$ cat src/rtl/kl8_kbd_if.sv
// Bus bundle between the CPU IOT/accumulator logic and the KL8 keyboard.
// master = CPU side (drives IOT/INSTR/AC11 and the serial line), slave = keyboard.
interface kl8_kbd_if;
    logic        RXD;
    logic        IOT;
    logic [11:0] INSTR;
    logic        AC11;
    logic [11:0] DOR;
    logic        CLR;
    logic        SKIP;
    logic        FLAG;
    logic        IRQ;

    modport master (
        output RXD, IOT, INSTR, AC11,
        input  DOR, CLR, SKIP, FLAG, IRQ
    );

    modport slave (
        input  RXD, IOT, INSTR, AC11,
        output DOR, CLR, SKIP, FLAG, IRQ
    );
endinterface

$ cat src/rtl/kl8_kbd.sv
// KL8 console keyboard: 8N1 serial receiver plus IOT responder (KSF/KCC/KRS/KRB).
// Define KL8_KIE_EN to add the interrupt-enable flop and the 6035 KIE operation.
module kl8_kbd #(
    parameter int unsigned CLKDIV = 1250,
    parameter logic [5:0]  DEVICE = 6'o03
) (
    input logic       CLK,
    input logic       RESETN,
    kl8_kbd_if.slave  bus
);

    localparam int unsigned   CW        = $clog2(CLKDIV);
    localparam logic [CW-1:0] HALF_LOAD = CW'(CLKDIV / 2 - 1);
    localparam logic [CW-1:0] BIT_LOAD  = CW'(CLKDIV - 1);
    localparam logic [CW-1:0] CNT_ZERO  = {CW{1'b0}};
    localparam logic [CW-1:0] CNT_ONE   = CW'(1);

    typedef enum logic [1:0] {
        RX_IDLE  = 2'd0,
        RX_START = 2'd1,
        RX_DATA  = 2'd2,
        RX_STOP  = 2'd3
    } rx_state_e;

    logic [1:0]    sync_q,  sync_d;
    rx_state_e     state_q, state_d;
    logic [CW-1:0] cnt_q,   cnt_d;
    logic [2:0]    idx_q,   idx_d;
    logic [7:0]    shift_q, shift_d;
    logic [7:0]    rbuf_q,  rbuf_d;
    logic          flag_q,  flag_d;

    logic          rxs_s;
    logic          rxs_fall_s;
    logic          char_done_s;
    logic          sel_s;
    logic [2:0]    op_s;
    logic          kie_s;
    logic          ie_s;
    logic          flag_clr_s;

    assign rxs_s      = sync_q[1];
    // RXS is falling on this edge: the second stage still holds 1 while the first already holds 0.
    assign rxs_fall_s = sync_q[1] & ~sync_q[0];

    assign sel_s = bus.IOT & (bus.INSTR[11:9] == 3'b110) & (bus.INSTR[8:3] == DEVICE);
    assign op_s  = bus.INSTR[2:0];

`ifdef KL8_KIE_EN
    logic ie_q, ie_d;

    assign kie_s = sel_s & (op_s == 3'b101);
    assign ie_s  = ie_q;

    always_comb begin
        if (kie_s) begin
            ie_d = bus.AC11;
        end else begin
            ie_d = ie_q;
        end
    end

    always_ff @(posedge CLK or negedge RESETN) begin
        if (!RESETN) begin
            ie_q <= 1'b1;
        end else begin
            ie_q <= ie_d;
        end
    end
`else
    logic unused_ac11_s;

    assign unused_ac11_s = bus.AC11;
    assign kie_s         = 1'b0;
    assign ie_s          = 1'b1;
`endif

    assign flag_clr_s = sel_s & (op_s[1] | (op_s == 3'b000));

    // SKIP samples FLAG before this IOT's own clear lands.
    assign bus.SKIP = sel_s & ~kie_s & op_s[0] & flag_q;
    assign bus.CLR  = sel_s & op_s[1];
    assign bus.DOR  = (sel_s & ~kie_s & op_s[2]) ? {4'b0000, rbuf_q} : 12'd0;
    assign bus.FLAG = flag_q;
    assign bus.IRQ  = flag_q & ie_s;

    always_comb begin
        sync_d      = {sync_q[0], bus.RXD};
        state_d     = state_q;
        cnt_d       = cnt_q;
        idx_d       = idx_q;
        shift_d     = shift_q;
        rbuf_d      = rbuf_q;
        char_done_s = 1'b0;

        case (state_q)
            RX_IDLE: begin
                if (rxs_fall_s) begin
                    state_d = RX_START;
                    cnt_d   = HALF_LOAD;
                end else begin
                    state_d = RX_IDLE;
                end
            end
            RX_START: begin
                if (cnt_q != CNT_ZERO) begin
                    cnt_d = cnt_q - CNT_ONE;
                end else if (!rxs_s) begin
                    state_d = RX_DATA;
                    cnt_d   = BIT_LOAD;
                    idx_d   = 3'd0;
                end else begin
                    state_d = RX_IDLE;
                end
            end
            RX_DATA: begin
                if (cnt_q != CNT_ZERO) begin
                    cnt_d = cnt_q - CNT_ONE;
                end else begin
                    shift_d[idx_q] = rxs_s;
                    cnt_d          = BIT_LOAD;
                    if (idx_q == 3'd7) begin
                        state_d = RX_STOP;
                    end else begin
                        idx_d = idx_q + 3'd1;
                    end
                end
            end
            RX_STOP: begin
                if (cnt_q != CNT_ZERO) begin
                    cnt_d = cnt_q - CNT_ONE;
                end else begin
                    // A low stop bit is a framing error: the character is dropped.
                    if (rxs_s) begin
                        rbuf_d      = shift_q;
                        char_done_s = 1'b1;
                    end else begin
                        rbuf_d = rbuf_q;
                    end
                    state_d = RX_IDLE;
                end
            end
            default: begin
                state_d = RX_IDLE;
            end
        endcase

        // A completing character beats a same-cycle clear so nothing is lost.
        if (char_done_s) begin
            flag_d = 1'b1;
        end else if (flag_clr_s) begin
            flag_d = 1'b0;
        end else begin
            flag_d = flag_q;
        end
    end

    always_ff @(posedge CLK or negedge RESETN) begin
        if (!RESETN) begin
            sync_q  <= 2'b11;
            state_q <= RX_IDLE;
            cnt_q   <= CNT_ZERO;
            idx_q   <= 3'd0;
            shift_q <= 8'd0;
            rbuf_q  <= 8'd0;
            flag_q  <= 1'b0;
        end else begin
            sync_q  <= sync_d;
            state_q <= state_d;
            cnt_q   <= cnt_d;
            idx_q   <= idx_d;
            shift_q <= shift_d;
            rbuf_q  <= rbuf_d;
            flag_q  <= flag_d;
        end
    end

endmodule
$ cat src/flat_wrapper.sv
// flat-port wrapper written by rule: the top's interface ports become plain ports
module kl8_kbd_flat 
#(
    parameter int unsigned CLKDIV = 1250,
    parameter logic [5:0]  DEVICE = 6'o03
)
  (CLK, RESETN, bus_RXD, bus_IOT, bus_INSTR, bus_AC11, bus_DOR, bus_CLR, bus_SKIP, bus_FLAG, bus_IRQ);
  kl8_kbd_if bus_i ();
  input logic CLK;
  input logic RESETN;
  input wire logic [$bits(bus_i.RXD)-1:0] bus_RXD;
  input wire logic [$bits(bus_i.IOT)-1:0] bus_IOT;
  input wire logic [$bits(bus_i.INSTR)-1:0] bus_INSTR;
  input wire logic [$bits(bus_i.AC11)-1:0] bus_AC11;
  output wire logic [$bits(bus_i.DOR)-1:0] bus_DOR;
  output wire logic [$bits(bus_i.CLR)-1:0] bus_CLR;
  output wire logic [$bits(bus_i.SKIP)-1:0] bus_SKIP;
  output wire logic [$bits(bus_i.FLAG)-1:0] bus_FLAG;
  output wire logic [$bits(bus_i.IRQ)-1:0] bus_IRQ;
  assign bus_i.RXD = bus_RXD;
  assign bus_i.IOT = bus_IOT;
  assign bus_i.INSTR = bus_INSTR;
  assign bus_i.AC11 = bus_AC11;
  assign bus_DOR = bus_i.DOR;
  assign bus_CLR = bus_i.CLR;
  assign bus_SKIP = bus_i.SKIP;
  assign bus_FLAG = bus_i.FLAG;
  assign bus_IRQ = bus_i.IRQ;
  kl8_kbd #(.CLKDIV(CLKDIV), .DEVICE(DEVICE)) u_core (.CLK(CLK), .RESETN(RESETN), .bus(bus_i));
endmodule
$ cat config.mk
export PLATFORM = sky130hd
export DESIGN_NAME = kl8_kbd_flat
export DESIGN_NICKNAME = d
export VERILOG_FILES = /design/src/rtl/kl8_kbd_if.sv /design/src/rtl/kl8_kbd.sv /design/src/flat_wrapper.sv
export SDC_FILE = /design/constraint.sdc
export NUM_CORES = 1
export LEC_CHECK = 0
export BUFFER_PORTS_ARGS = -buffer_cell sky130_fd_sc_hd__buf_2
export CAP_MARGIN = 20
export CORE_MARGIN = 2
export CORE_UTILIZATION = 40
export DETAILED_ROUTE_END_ITERATION = 8
export PLACE_DENSITY_LB_ADDON = 0.12
export SKIP_LAST_GASP = 1
export SYNTH_ARGS = -nofsm -noshare
export SYNTH_HDL_FRONTEND = slang
export SYNTH_SLANG_ARGS = --single-unit
$ cat constraint.sdc
create_clock -name CLK -period 2.8 [get_ports CLK]
set_clock_uncertainty 0.2 [all_clocks]
set_input_delay 0.28 -clock CLK [delete_from_list [all_inputs] [get_ports CLK]]
set_output_delay 0.28 -clock CLK [all_outputs]
set_load 0.005 [all_outputs]
After elaboration in Yosys (flattened, before gate mapping)
Index checks and enable logic that the tools add are counted.
Word-level totals
  register bits: 35
  input bits: 17
  output and inout port bits: 16
  logic and storage cells: 75
Operators by class
  $add $sub $neg: 2
  $lt $le $gt $ge: 2
  equality and inequality tests: 15
  mux-type cells: 27
  bitwise operators: 11
  reductions and logical operators: 11
Operators with widths (number)
  2-to-1 mux 11 bit: 5
  case mux 11 bit (4 select lines): 1
  2-to-1 mux 3 bit: 4
  nonzero test 11 bit: 1
  subtractor 11 x 1 -> 11 bit (second input constant): 1
  2-to-1 mux 2 bit: 5
  inequality test 2 bit (second input constant): 5
  AND 1 bit: 8
  bitwise mux 8 bit: 1
  2-to-1 mux 8 bit: 1
  case mux 2 bit (4 select lines): 1
  2-to-1 mux 1 bit: 7
  == test 3 bit (second input constant): 2
  == test 6 x 2 -> 1 bit (second input constant): 1
  inequality test 2 x 1 -> 1 bit (second input constant): 3
  case mux 3 bit (2 select lines): 1
  AND reduction 3 bit: 2
  AND reduction 5 bit: 1
  == test 2 bit (second input constant): 2
  less-than comparator 3 x 4 -> 1 bit (second input constant): 1
  AND reduction 4 bit: 1
  nonzero test 2 bit: 2
  adder 3 x 1 -> 3 bit (second input constant): 1
  demux 1 bit (select 3 bit): 1
  9 further kinds: 10

Longest topological paths before layout
Gate-level depths: netlist (run 1).
  depth after elaboration: 6
  mapped depth: 9
  depth with buffers taken out: 6

Least setup slack after synthesis (run 1)
No wires, ideal clock.
  path kind: reg2reg
  start: reg u_core.state_q[0]
  end: reg u_core.cnt_q[8]
  library setup time: 0.087 ns
  arrival time: 1.966 ns
  path slack: 0.547 ns
  stages on the path, launching flop included: 8
  buffers on the path: 1
  path through: dfrtp_1 inv_1 ha_1 clkbuf_1 o21bai_1 a41oi_1 or3b_2 o211ai_1
On the way
  longest elaborated chain between the ends: 3
  elaborated cells between the ends (all ways): 9
  classes of those cells: 6 x eq/ne; 1 x mux; 2 x reduce/logical
RTL lines
  start, declared: line kl8_kbd.sv:26  | rx_state_e state_q, state_d;
  start signal, assigned: line kl8_kbd.sv:169  | state_q <= state_d;
  == test 2 x 1 -> 1 bit, or another cell as far along: line kl8_kbd.sv:96  | case (state_q)
  inequality test 3 bit (no source line) or inequality test 2 x 1 -> 1 bit (tied branches)
  AND reduction 3 bit (no source line)
  end signal, assigned: line kl8_kbd.sv:170  | cnt_q <= cnt_d;
  end, declared: line kl8_kbd.sv:27  | logic [CW-1:0] cnt_q, cnt_d;
Parallel ways exist; a longest one is shown, timed or not.
A chain may end at the register's enable or synchronous reset.

Worst setup path after layout (run 1)
  start: reg u_core.cnt_q[0]
  end: reg u_core.cnt_q[8]
On the way
  longest elaborated chain between the ends: 3
  elaborated cells between the ends (all ways): 9
  classes of those cells: 1 x add/sub; 2 x eq/ne; 4 x mux; 2 x reduce/logical
RTL lines
  subtractor 11 x 1 -> 11 bit or nonzero test 11 bit (tied branches)
  2-to-1 mux 11 bit, or another cell as far along: line kl8_kbd.sv:130  | if (cnt_q != CNT_ZERO) begin
  case mux 11 bit (4 select lines) or AND reduction 3 bit (tied branches)
Parallel ways exist; a longest one is shown, timed or not. The select of a mux whose other input is x is not followed.

==> results of run 1 <==
## synth_stat cells, types with 2 or more instances
master,n
sky130_fd_sc_hd__a211oi_1,4
sky130_fd_sc_hd__a21oi_1,6
sky130_fd_sc_hd__a22o_1,3
sky130_fd_sc_hd__a41oi_1,4
sky130_fd_sc_hd__and3_1,9
sky130_fd_sc_hd__buf_2,4
sky130_fd_sc_hd__buf_4,7
sky130_fd_sc_hd__clkbuf_1,6
sky130_fd_sc_hd__dfrtp_1,33
sky130_fd_sc_hd__dfstp_2,2
sky130_fd_sc_hd__ha_1,9
sky130_fd_sc_hd__inv_1,11
sky130_fd_sc_hd__mux2_2,14
sky130_fd_sc_hd__nand2_1,8
sky130_fd_sc_hd__nand2b_1,2
sky130_fd_sc_hd__nand3_1,9
sky130_fd_sc_hd__nand4_1,3
sky130_fd_sc_hd__nand4b_1,2
sky130_fd_sc_hd__nor2_1,7
sky130_fd_sc_hd__nor2b_1,2
sky130_fd_sc_hd__nor3_1,3
sky130_fd_sc_hd__nor4_1,3
sky130_fd_sc_hd__nor4b_1,2
sky130_fd_sc_hd__o211ai_1,3
sky130_fd_sc_hd__o21ai_0,9
sky130_fd_sc_hd__o22a_1,2
sky130_fd_sc_hd__o31ai_1,7
sky130_fd_sc_hd__o32a_1,2
sky130_fd_sc_hd__or2_2,2
sky130_fd_sc_hd__or4_1,2
## per-layer routing
layer | vias up | track usage [%] | share of wire [%]
li1 | 838 | - | -
met1 | 822 | 22.3 | 48
met2 | 46 | 25.7 | 45
met3 | 10 | 3.67 | 4.5
met4 | 0 | 6.55 | 1.9
met5 | - | 0 | 0
## cell families (layout without fill, tap and decap cells)
logic type	count (synthesis)	count (layout)	synth area share, %
and+or+nand+nor	61	61	18.4
AOI/OAI and AO/OA	54	54	18.8
DFF	35	35	42.1
buffers and inverters	28	61	6.53
muxes	16	16	8.57
adders and majority gates	9	9	5.40
other	1	4	0.180
## worst register-to-register path: cells and delay by family (launching register included)
family                     cells  cell delay, ps
and+or+nand+nor                3             860
adders and majority gates      1             190
AOI/OAI and AO/OA              1             190
DFF                            1             430
buffers and inverters          3             440
## sequential cells by signal (all words and copies together) (netlist names), named ones only
name	cells
u_core.cnt_q	11
u_core.bus.FLAG	1
u_core.state_q	1
u_core.shift_q	8
u_core.rbuf_q	8
u_core.sync_q	2
u_core.idx_q	3
## stage by stage
step                utilization [%]  area, um2  worst slack (ps)  hold slack, ps  power (mW)
floorplan                         -       2100               547            -216        1.40
global placement               45.8       2320               456             158        1.67
detailed placement             45.8       2320               419             160        1.68
CTS                            48.4       2460               415             158        2.15
global route                   48.4       2460               272             180        2.29
finish                         48.4       2460               410             167        2.14
## layout make-up
type                            count  area [um2]  share of cell area [%]
Sequential cell                    35         878                    35.8
Inverter                           11        41.3                    1.68
Clock buffer                        5        68.8                    2.80
Tap cell                           70        87.6                    3.57
Timing Repair Buffer               42         253                    10.3
Multi-Input combinational cell    144        1080                    44.1
Clock inverter                      3        43.8                    1.78
## power breakdown
group          total [mW]  internal [mW]  switching (mW)
clock               0.458          0.265           0.193
combinational       0.987          0.428           0.559
sequential          0.697          0.589           0.108
## worst paths after layout
check	slack, ps	cells past startpoint	start	endpoint
min in group asynchronous	420	2	RESETN	u_core.idx_q[0]
setup / recovery	410	8	u_core.cnt_q[0]	u_core.cnt_q[8]
hold / removal	170	3	bus_INSTR[1]	u_core.bus.FLAG
hold reg to reg	170	0	u_core.sync_q[0]	u_core.sync_q[1]
setup reg to reg	410	8	u_core.cnt_q[0]	u_core.cnt_q[8]
max in group asynchronous	1470	2	RESETN	u_core.rbuf_q[6]
==> metrics, run 1 <==
share of Yosys cell area claimed by the top area cell type=39.6%; worst endpoint required time=2810 ps; count of yosys warnings during synthesis=0; count of routing violations after the opening detailed-route iteration=85; clk_lat worst skew=290 ps; final setup fails=0; CTS-repair resized insts=0; flops & latches, synth=35; Yosys cell types=54; category of the worst setup path capture point=register; clock-pin slew of the registers on the worst-case setup and hold paths=70 ps; deepest level of the CTS H-tree=2; FILL cells=502; fraction of final layout cells sized beyond drive strength 1=29.2%; max-slew violation count=0; post-route fraction of the period consumed by the critical path=85.3%; worst voltage drop across the vdd grid=0.519 mV; CORE AREA=5070 um2; arrival time worst endpoint=2400 ps; static power due to leakage=1.19 nW; most frequent cells in the layout=sky130_fd_sc_hd__dfrtp_1, sky130_fd_sc_hd__buf_2, sky130_fd_sc_hd__mux2_2, sky130_fd_sc_hd__buf_4, sky130_fd_sc_hd__inv_1; Final #Nets=265; Area growth syn-to-layout=17.7%; die height=76.2 um; via count of the first global-routing pass=1650; largest buffer count on any clock path=2; routability congestion estimate from global placement=0.880; Most used DFF post-synth=sky130_fd_sc_hd__dfrtp_1; fraction of synthesis flops using an asynchronous set or reset pin=100%; cell breakdown of the critical path=inv_1 -> ha_1 -> nor2b_1 -> buf_4 -> and4b_1 -> buf_4 -> or3b_2 -> o211ai_1; sequential share of the synthesized area=42.1%; antenna violations before repair=0; achievable frequency=0.418 GHz; largest net degree at the start of global routing=36; die width=76.2 um; final critical path time including I/O delays and setup=2390 ps; PortBufs=27; remaining number of nets flagged by the antenna check after routing=0; cell area after synthesis=2090 um2; Clock Tree Root=sky130_fd_sc_hd__clkbuf_8; io pins=33; clock tree from TritonCTS=built; # rows=26; total number of vias=1716; detailed-routing iteration count for the pre-antenna-repair pass=4; drt wl/cell=14.4 um; status=finished clean; overall fraction of global-route tracks in use=16.5%; Initial Utilization=41.1%; CP max-delay cell=sky130_fd_sc_hd__or3b_2; actual transition at the worst max-transition pin=808 ps; power density over the cells=872 nW/um2; Worst Setup Start Kind=register; Setup TNS Final=0 ps; max-cap violations=0; most frequent standard cell in the layout excluding fill and tap cells=sky130_fd_sc_hd__dfrtp_1; final wirelength=4.48 mm; leading area contributor after synthesis=sky130_fd_sc_hd__dfrtp_1; RSZ-0062 raised after global routing=no; # DRC=0; count of buffer and inverter cells on the critical path=3; main area contributors after synthesis=sky130_fd_sc_hd__dfrtp_1, sky130_fd_sc_hd__mux2_2, sky130_fd_sc_hd__ha_1; quantity of hold-fixing buffers added after cts=2; Worst Setup Path Type=register to register; longest individual stage delay on the worst path=490 ps; GR Overflow Total=0; Sinks on Clock Net=35; cell seen most often among critical-path stages=sky130_fd_sc_hd__buf_4; cts bufs inserted=5; Hold Vio Cnt, Final=0; final cell count without fillers=310; post-CTS setup buffer count=0; number of instances in the synthesized netlist=204; post-synthesis average cell area=10.2 um2; cell count after placement=300; vias per inst=5.54; class of the tightest hold or removal check=primary input to register; hpwl dp=3.29 mm; count of flip-flops with a built-in enable after synthesis=0; Worst slew margin=46.1%; Antenna Cells=0; wire length of the first global-routing pass=7.75 mm; gate family responsible for the most delay along the worst path=simple AND/OR/NAND/NOR gates; Die ar.=5810 um2; Max Fanout on Critical Path=9
Note: power is estimated with default switching activity, not from simulation.
==> run 2, diff against run 1 <==
- CORE_UTILIZATION: 40 -> 47
- TNS_END_PERCENT: default -> 100
==> metrics, run 2 (synthesis gave the netlist of run 1 again) <==
status=finished clean; Antenna Cells=0 (unchanged); cts bufs inserted=5 (unchanged); PortBufs=27 (unchanged); largest registers ranked by flip-flop count=u_core.cnt_q (11), u_core.rbuf_q (8), u_core.shift_q (8); die width=70.6 um (-7.3%); io pins=33 (unchanged); CP max-delay cell=sky130_fd_sc_hd__nor2b_1; Max Fanout on Critical Path=18 (+9); Internal=1.27 mW (-0.59%); Hold Vio Cnt, Final=0 (unchanged); max-slew violation count=0 (unchanged); deepest level of the CTS H-tree=2 (unchanged); Worst Setup Start Kind=register; category of the worst setup path capture point=register; worst endpoint required time=2780 ps (-30 ps); placed standard-cell area=2260 um2 (-2.9%); total area of sequential cells=878 um2 (unchanged); clock-pin slew of the registers on the worst-case setup and hold paths=70 ps (about the same); remaining number of nets flagged by the antenna check after routing=0 (unchanged); longest individual stage delay on the worst path=490 ps (about the same); # DRC=0 (unchanged); final critical path time including I/O delays and setup=2630 ps (+238 ps); achievable frequency=0.381 GHz (-9.1%); # rows=24 (-7.7%); die height=70.6 um (-7.3%); Worst slew margin=47.1% (+0.97 points); worst flop-to-flop path endpoint=u_core.shift_q[4]; power density over the cells=885 nW/um2 (+1.4%); setup slack of the worst register-to-register path=170 ps (-240 ps); antenna violations before repair=0 (unchanged); sw frac=39.8% (-0.34 points); overall fraction of global-route tracks in use=19.0% (+2.6 points); cell breakdown of the critical path=inv_1 -> ha_1 -> nor2b_1 -> nand3_4 -> nor4b_1 -> mux2_2; last element of the critical path=u_core.shift_q[4]; largest buffer count on any clock path=2 (unchanged); static power due to leakage=1.16 nW (-2.2%); Setup TNS Final=0 ps (unchanged); multi-input logic area=1080 um2 (unchanged); source of the worst register-to-register timing path=u_core.cnt_q[0]; vias per inst=6.03 (+9.0%); arrival time worst endpoint=2600 ps (+200 ps); final wirelength=4.59 mm (+2.5%); post-route fraction of the period consumed by the critical path=93.8% (+8.5 points); max FFs per register=11 (unchanged); drt wl/cell=16.1 um (+11%); Die ar.=4990 um2 (-14%); worst voltage drop across the vdd grid=0.445 mV (-14%); Initial Utilization=48.3% (+7.1 points); Area growth syn-to-layout=14.7%; most frequent cells in the layout=sky130_fd_sc_hd__dfrtp_1, sky130_fd_sc_hd__buf_2, sky130_fd_sc_hd__mux2_2, sky130_fd_sc_hd__inv_1; register with the most flip-flops=u_core.cnt_q; net switching power of the design=843 uW (-2.0%); clk_lat worst skew=290 ps (about the same); Finished Cell Area=2390 um2 (-2.5%); sequential share of power=33.0% (+0.4 points); max-cap violations=0 (unchanged); cell depth of the worst flop-to-flop path=6 (-2); count of routing violations after the opening detailed-route iteration=68 (-20%); GR Overflow Total=0 (unchanged); Clock Tree Root=sky130_fd_sc_hd__clkbuf_8; most frequent standard cell in the layout excluding fill and tap cells=sky130_fd_sc_hd__dfrtp_1; via count of the first global-routing pass=1703 (+3.2%); class of the tightest hold or removal check=primary input to register; routability congestion estimate from global placement=0.865 (-1.7%); FILL cells=392 (-22%); wire length of the first global-routing pass=7.69 mm (-0.71%); detailed-routing iteration count for the pre-antenna-repair pass=5 (+1); total number of vias=1725 (+0.52%); clock share of power=22.4% (+1.0 points); fraction of final layout cells sized beyond drive strength 1=27.4% (-1.8 points); Final #Nets=259 (-2.3%); Worst Setup Path Type=register to register; Sinks on Clock Net=35 (unchanged); portion of total power attributed to combinational logic=44.6% (-1.5 points); RSZ-0062 raised after global routing=no; clock tree from TritonCTS=built; hpwl dp=3.42 mm (+4.1%); launching instance or port of the critical path=u_core.cnt_q[0]; CORE AREA=4320 um2 (-15%); actual transition at the worst max-transition pin=793 ps (-14.6 ps); largest net degree at the start of global routing=36 (unchanged); final setup fails=0 (unchanged)
[run 2: how the worst min path moves through the flow]
| stage | cells past startpoint | start | end | slack [ps] |
|---|---|---|---|---|
| after CTS | 3 | bus_INSTR[1] | u_core.bus.FLAG | 160 |
| final | 3 | bus_INSTR[1] | u_core.bus.FLAG | 160 |
| after detailed placement | 0 | u_core.sync_q[0] | u_core.sync_q[1] | 160 |
| after global routing | 0 | u_core.sync_q[0] | u_core.sync_q[1] | 180 |
| after global placement | 0 | u_core.sync_q[0] | u_core.sync_q[1] | 160 |
| after floorplan | 0 | RESETN | async pin | -220 |
[run 2: power groups by stage]
| stage | sequential, mW | clock, mW | combinational, mW |
|---|---|---|---|
| 2_1_floorplan | 0.677 | 0 | 0.723 |
| 6_report | 0.700 | 0.474 | 0.944 |
| 4_1_cts | 0.696 | 0.485 | 0.937 |
| 3_5_place_dp | 0.704 | 0 | 0.934 |
| 5_1_grt | 0.710 | 0.503 | 1.05 |
| 3_3_place_gp | 0.696 | 0 | 0.905 |
[run 2: timing repair]
item,4_1_cts,5_1_grt
hold buffers,2,0
endpoints found under the hold margin,34,0
buffers inserted,0,0
gates resized for setup,0,0
[run 2: critical path, delay by kind of cell (launching register included)]
family,cells,cell delay (ps)
simple gates,3,1240
fa+ha+maj,1,160
buf+inv,1,100
mux,1,390
flops,1,430
[run 2: cell type report]
type                            count  share of cell area [%]
Multi-Input combinational cell    144                    45.3
Clock buffer                        6                    3.45
Timing Repair Buffer               36                    8.68
Tap cell                           52                    2.72
Inverter                           11                    1.73
Clock inverter                      2                    1.46
Sequential cell                    35                    36.7
[run 2: routing by layer]
metal / track usage (%) / share of wire, %
met1: 22.9 / 44
met2: 34.2 / 49
met3: 4.27 / 5.3
met4: 5.45 / 1.1
met5: 0 / 0
[run 2: metrics by stage]
stage / std cells / setup slack [ps] / utilization, % / total power [mW] / hold slack (ps)
detailed placement: 276 / 246 / 52.2 / 1.64 / 164
CTS: 286 / 192 / 55.4 / 2.12 / 159
finish: 286 / 172 / 55.4 / 2.12 / 163
floorplan: 207 / 547 / - / 1.40 / -216
global placement: 276 / 290 / 52.2 / 1.60 / 159
global route: 286 / 55.2 / 55.4 / 2.26 / 180
